### config.mk
export PLATFORM = sky130hd
export DESIGN_NAME = obi_rready_converter
export DESIGN_NICKNAME = d
export VERILOG_FILES = /design/src/rtl/obi_pkg.sv /design/src/rtl/obi_rsp_fifo.sv /design/src/rtl/obi_rready_converter.sv
export SDC_FILE = /design/constraint.sdc
export NUM_CORES = 1
export LEC_CHECK = 0
export CORE_UTILIZATION = 30
export CTS_BUF_LIST = sky130_fd_sc_hd__clkbuf_8
export DETAILED_ROUTE_END_ITERATION = 16
export HOLD_SLACK_MARGIN = 0.06
export PLACE_DENSITY = 0.78
export RECOVER_POWER = 50
export SLEW_MARGIN = 20
export SYNTH_ARGS = -nofsm -noshare
export SYNTH_HDL_FRONTEND = slang
export SYNTH_SLANG_ARGS = --single-unit
### constraint.sdc
create_clock -name clk_i -period 2.7 [get_ports clk_i]
set_input_delay 0.54 -clock clk_i [delete_from_list [all_inputs] [get_ports clk_i]]
set_output_delay 0.54 -clock clk_i [all_outputs]
set_load 0.005 [all_outputs]
### src/rtl/obi_pkg.sv
// Shared OBI bus configuration and sizing helpers.
package obi_pkg;

    typedef struct packed {
        bit          UseRReady;
        int unsigned AddrWidth;
        int unsigned DataWidth;
        int unsigned IdWidth;
    } obi_cfg_t;

    localparam obi_cfg_t ObiDefaultConfig = '{
        UseRReady: 1'b1,
        AddrWidth: 32,
        DataWidth: 32,
        IdWidth:   1
    };

    // One R-channel beat: rdata, rid and the err flag.
    function automatic int unsigned obi_r_chan_width(input obi_cfg_t cfg);
        return cfg.DataWidth + cfg.IdWidth + 1;
    endfunction

endpackage

### src/rtl/obi_rsp_fifo.sv
// Fall-through response FIFO: when empty, the incoming beat is presented on the
// same cycle and only stored if the consumer does not take it.
module obi_rsp_fifo #(
    parameter int          Depth = 2,
    parameter int unsigned Width = 34
) (
    input  logic             clk_i,
    input  logic             rst_i,
    input  logic             push,
    input  logic [Width-1:0] push_data,
    input  logic             pop,
    output logic             valid,
    output logic [Width-1:0] data,
    output logic             full,
    output logic             empty
);

    localparam int unsigned PtrW = (Depth > 1) ? $clog2(Depth) : 1;
    localparam int unsigned CntW = $clog2(Depth + 1);

    logic [Width-1:0] mem [Depth];
    logic [PtrW-1:0]  rd_ptr;
    logic [PtrW-1:0]  wr_ptr;
    logic [CntW-1:0]  occ;
    logic             wr_en;
    logic             rd_en;

    // Pointers wrap at Depth, which need not be a power of two.
    function automatic logic [PtrW-1:0] next_ptr(input logic [PtrW-1:0] p);
        return (p == PtrW'(Depth - 1)) ? '0 : p + 1'b1;
    endfunction

    assign empty = (occ == '0);
    assign full  = (occ == CntW'(Depth));
    assign valid = !empty || push;
    assign data  = empty ? push_data : mem[rd_ptr];
    assign wr_en = push && !(empty && pop);
    assign rd_en = pop && !empty;

    always_ff @(posedge clk_i) begin
        if (wr_en) begin
            mem[wr_ptr] <= push_data;
        end
    end

    always_ff @(posedge clk_i or posedge rst_i) begin
        if (rst_i) begin
            rd_ptr <= '0;
            wr_ptr <= '0;
            occ    <= '0;
        end else begin
            if (wr_en) begin
                wr_ptr <= next_ptr(wr_ptr);
            end
            if (rd_en) begin
                rd_ptr <= next_ptr(rd_ptr);
            end
            case ({wr_en, rd_en})
                2'b10:   occ <= occ + 1'b1;
                2'b01:   occ <= occ - 1'b1;
                default: occ <= occ;
            endcase
        end
    end

    a_no_overflow: assert property (@(posedge clk_i) disable iff (rst_i)
        !(push && full && !rd_en));

endmodule

### src/rtl/obi_rready_converter.sv
// Adapts an rready-capable OBI manager to a subordinate that cannot stall its
// responses; a credit counter limits outstanding requests to the buffer depth.
module obi_rready_converter
    import obi_pkg::*;
#(
    parameter obi_cfg_t ObiCfg = ObiDefaultConfig,
    parameter int       Depth  = 2,
    localparam int unsigned AW  = ObiCfg.AddrWidth,
    localparam int unsigned DW  = ObiCfg.DataWidth,
    localparam int unsigned IdW = (ObiCfg.IdWidth == 0) ? 1 : ObiCfg.IdWidth
) (
    input  logic           clk_i,
    input  logic           rst_i,
    input  logic           mgr_req_i,
    output logic           mgr_gnt_o,
    input  logic [AW-1:0]  mgr_addr_i,
    input  logic           mgr_we_i,
    input  logic [DW/8-1:0] mgr_be_i,
    input  logic [DW-1:0]  mgr_wdata_i,
    input  logic [IdW-1:0] mgr_aid_i,
    output logic           mgr_rvalid_o,
    input  logic           mgr_rready_i,
    output logic [DW-1:0]  mgr_rdata_o,
    output logic [IdW-1:0] mgr_rid_o,
    output logic           mgr_err_o,
    output logic           sbr_req_o,
    input  logic           sbr_gnt_i,
    output logic [AW-1:0]  sbr_addr_o,
    output logic           sbr_we_o,
    output logic [DW/8-1:0] sbr_be_o,
    output logic [DW-1:0]  sbr_wdata_o,
    output logic [IdW-1:0] sbr_aid_o,
    input  logic           sbr_rvalid_i,
    input  logic [DW-1:0]  sbr_rdata_i,
    input  logic [IdW-1:0] sbr_rid_i,
    input  logic           sbr_err_i
);

    // A zero-width id still occupies one (always zero) bit in the stored beat.
    localparam int unsigned FifoW = obi_r_chan_width(ObiCfg) + ((ObiCfg.IdWidth == 0) ? 1 : 0);
    localparam int unsigned CntW  = (Depth > 0) ? $clog2(Depth + 1) : 1;

    if (Depth < 1) begin : g_bad_depth
        $fatal(1, "obi_rready_converter: Depth must be at least 1");
    end

    if (!ObiCfg.UseRReady) begin : g_bad_cfg
        $fatal(1, "obi_rready_converter: manager side must use rready");
    end

    logic [CntW-1:0]  cnt;
    logic             space;
    logic             inc;
    logic             dec;
    logic [IdW-1:0]   rid_in;
    logic [FifoW-1:0] rsp_in;
    logic [FifoW-1:0] rsp_out;
    logic             fifo_full;
    logic             fifo_empty;

    // Space depends only on registered state, so rready never reaches gnt combinationally.
    assign space     = (cnt < CntW'(Depth));
    assign sbr_req_o = mgr_req_i && space;
    assign mgr_gnt_o = sbr_gnt_i && space;

    assign sbr_addr_o  = mgr_addr_i;
    assign sbr_we_o    = mgr_we_i;
    assign sbr_be_o    = mgr_be_i;
    assign sbr_wdata_o = mgr_wdata_i;
    assign sbr_aid_o   = (ObiCfg.IdWidth == 0) ? '0 : mgr_aid_i;

    assign inc = sbr_req_o && sbr_gnt_i;
    assign dec = mgr_rvalid_o && mgr_rready_i;

    always_ff @(posedge clk_i or posedge rst_i) begin
        if (rst_i) begin
            cnt <= '0;
        end else begin
            case ({inc, dec})
                2'b10:   cnt <= cnt + 1'b1;
                2'b01:   cnt <= cnt - 1'b1;
                default: cnt <= cnt;
            endcase
        end
    end

    assign rid_in = (ObiCfg.IdWidth == 0) ? '0 : sbr_rid_i;
    assign rsp_in = {rid_in, sbr_rdata_i, sbr_err_i};

    obi_rsp_fifo #(
        .Depth (Depth),
        .Width (FifoW)
    ) u_rsp_fifo (
        .clk_i     (clk_i),
        .rst_i     (rst_i),
        .push      (sbr_rvalid_i),
        .push_data (rsp_in),
        .pop       (mgr_rready_i),
        .valid     (mgr_rvalid_o),
        .data      (rsp_out),
        .full      (fifo_full),
        .empty     (fifo_empty)
    );

    assign {mgr_rid_o, mgr_rdata_o, mgr_err_o} = rsp_out;

    a_cnt_bound: assert property (@(posedge clk_i) disable iff (rst_i)
        cnt <= CntW'(Depth));

    a_rsp_implies_credit: assert property (@(posedge clk_i) disable iff (rst_i)
        !(fifo_full && fifo_empty));

endmodule

==> run_results.csv <==
group,metric,value,unit
clock_tree,cts.path.max_buffers,2,
setup_path,path_class,"reg2out",
pwr,ir_drop,0.462,mV
floorplan,rows,40,
timing,fin_tns_setup,0,ps
timing,fmax,392,MHz
clock_tree,cts_tree,"done",
route,first_iter_violations,95,
global_route,grt_overflow,0,
min_path,whs_path_depth,1,
logic_synthesis,synth-compound-area-share,0.0707,
timing,rsz0062_at_grt,"no",
placement,hpwl,4.38,mm
run,drv_cap,0,
clock_tree,htreeDepth,3,
setup_path,critPathMaxStageDelay,520,ps
clock_tree,root_buffer,"clkbuf_8",
logic_synthesis,seq_area_frac_synth,0.592,
global_route,grt_pass1_vias,2021,
timing,whs,495,ps
route,post_drt_wl_per_cell,14.7,µm
final_layout,finalNetCount,405,
timing,worst_slack,147,ps
floorplan,dieArea,12800,µm²
setup_path,slowest_stage,"clkdlybuf4s50_1",
global_route,grt_pass1_wl,10.1,mm
logic_synthesis,synthAdderAreaFrac,0.00676,
logic_synthesis,synth_top_family_by_area,"buffers and inverters",
timing,hold_viol,0,
floorplan,die_h,113,µm
setup_path,cp_cell_sequence,"or2_4, buf_12, a21oi_1, clkdlybuf4s50_1",
final_layout,drive_above_1_share,0.154,
setup_path,rr_worst_depth,4,
setup_path,cp.arrival,2010,ps
setup_path,crit_family,"buffers and inverters",
logic_synthesis,synth.avg_cell_area,13.1,µm²
timing,period_share,0.945,
floorplan,start_util,0.308,
clock_tree,postCtsSetupBuffers,0,
route,dr.pass1.iters,4,
setup_path,critPathLaunchType,"flip-flop",
floorplan,core,12000,µm²
run_status,status,"finished clean",
route,viasPerCell,4.36,
final_layout,final_cell_mix,"edfxtp_1 (68), clkdlybuf4s50_1 (41), nor2_1 (36)",
setup_path,r2r-end,"u_rsp_fifo.mem[0][22]",
pwr,finalPower,4800,µW
min_path,hold_path.class,"reg2reg",
logic_synthesis,synth_area,3700,µm²
route,route.detailed.drc,0,
logic_synthesis,yosysWarnings,0,
timing,slew_headroom,0.305,
logic_synthesis,synth_nets,395,
timing,tightest_slew,1040,ps
setup_path,required,2160,ps
floorplan,io_pins,217,
clock_tree,cts_hold_buf,0,
timing,worst_clock_skew,12.8,ps
pwr,p_per_area,1100,nW/µm²
final_layout,final_common_cell,"edfxtp_1",
global_route,grt_max_degree,39,
route,ant_nets,0,
clock_tree,path_clk_slew,80,ps
global_route,grt.total_usage,0.103,
timing,min_period,2550,ps
logic_synthesis,ys_types,20,
setup_path,setup.worst_path.end_class,"output port",
placement,portBuffers,76,
global_route,grt_antenna_before_repair,0,
logic_synthesis,yosys.area_share.simple,0.0497,
timing,setup_viol,0,
min_path,hold_start,"cnt[1]",
clock_tree,cts_sinks,74,
setup_path,timing.rr.start,"u_rsp_fifo.occ[1]",
pwr,p_leak,0.00157,µW
logic_synthesis,synth.area.mux_share,0.0920,
setup_path,cp_num_buf_inv,2,
placement,dp_slack,225,ps
min_path,hold_end,"cnt[1]",
final_layout,n_antenna_cell,0,
timing,drv_slew,0,
placement,gp_congestion,0.661,
logic_synthesis,synth-seq-cells,74,
clock_tree,cts_buffers,9,
route,dr_total_vias,1940,
final_layout,area_delta_synth_final,17.7,%
setup_path,cp-startpoint,"u_rsp_fifo.occ[0]",
setup_path,path_max_fanout,38,
setup_path,r2r_slack,450,ps
logic_synthesis,synthCells,283,
route,routed_wl,6.52,mm
clock_tree,clock_latency,340,ps
logic_synthesis,synth_xor_area_frac,0.0189,
floorplan,die_w,113,µm
## cells in the mapped netlist
| master | instances | area (µm²) |
|---|---|---|
| nor2_1 | 38 | 143 |
| nor2b_1 | 2 | 12.5 |
| buf_2 | 6 | 30.0 |
| buf_6 | 4 | 45.0 |
| xor2_1 | 3 | 26.3 |
| or2_1 | 1 | 6.26 |
| xnor2_1 | 5 | 43.8 |
| dfrtp_1 | 6 | 150 |
| inv_1 | 3 | 11.3 |
| mux2i_1 | 34 | 340 |
| a21oi_2 | 20 | 175 |
| or3_1 | 1 | 6.26 |
| and2_1 | 2 | 12.5 |
| ha_1 | 2 | 25.0 |
| buf_4 | 71 | 533 |
| nand2_1 | 1 | 3.75 |
| edfxtp_1 | 68 | 2040 |
| a21oi_1 | 14 | 70.1 |
| clkbuf_4 | 1 | 7.51 |
| o21ai_4 | 1 | 16.3 |
## per-stage QoR
stage	std cells	instance area, µm²	util
after floorplan	283	3700	-
after global placement	428	4100	0.341
after detailed placement	428	4100	0.341
after CTS	444	4350	0.362
after global routing	445	4350	0.362
final	445	4350	0.362
## logic make-up after synthesis
kind of cell               Yosys count
xor gates and xnor gates             8
muxes                               34
and+or+nand+nor                     45
adders and majority gates            2
buffers and inverters               85
AOI/OAI and AO/OA                   35
DFF                                 74
## worst max-delay path by stage
stage	end	slack (ps)	depth (start not counted)
3_5_place_dp	u_rsp_fifo.mem[0][4]	220	4
2_1_floorplan	u_rsp_fifo.mem[0][0]	130	3
5_1_grt	mgr_rdata_o[5]	20	5
3_3_place_gp	mgr_rvalid_o	330	3
6_report	mgr_rdata_o[4]	150	4
4_1_cts	mgr_rdata_o[4]	80	5
## flip-flops by register name, indices dropped and copies added (netlist names)
name               cells
u_rsp_fifo.mem        68
cnt                    2
u_rsp_fifo.occ         2
u_rsp_fifo.rd_ptr      1
u_rsp_fifo.wr_ptr      1
## routing by layer
| metal | vias to the layer above | global-route usage | share of wire |
|---|---|---|---|
| met5 | - | 0 | 0 |
| met4 | 0 | 0.0640 | 0.023 |
| met3 | 26 | 0.0396 | 0.084 |
| met2 | 86 | 0.155 | 0.47 |
| met1 | 897 | 0.126 | 0.43 |
| li1 | 931 | - | - |
## area by class of cell
class	instances	area [µm²]
clock buffers	9	124
clock inverters	7	119
fillers	1164	7660
inverters	3	11.3
multi-input cells	125	905
flip-flops and latches	74	2190
well taps	147	184
repair buffers	80	816
## repair_timing
action,in CTS,in global routing
cloned,0,1
endpoints found under the setup margin,24,6
gates resized for setup,1,1
pin swaps,0,1
## power breakdown
group / leakage (µW) / internal (µW) / switching, µW
Sequential: 0.000702 / 1570 / 119
Clock: 0.000121 / 614 / 414
Combinational: 0.000751 / 1150 / 943
Total: 0.00157 / 3330 / 1480
## worst reg2reg max path, cell delays in order, from the launching register on
cell and delay, ps:
dfrtp_1 440, or2_4 250, buf_12 250, o21ai_4 120
nor2_4 800
(Power assumes the default switching activity.)
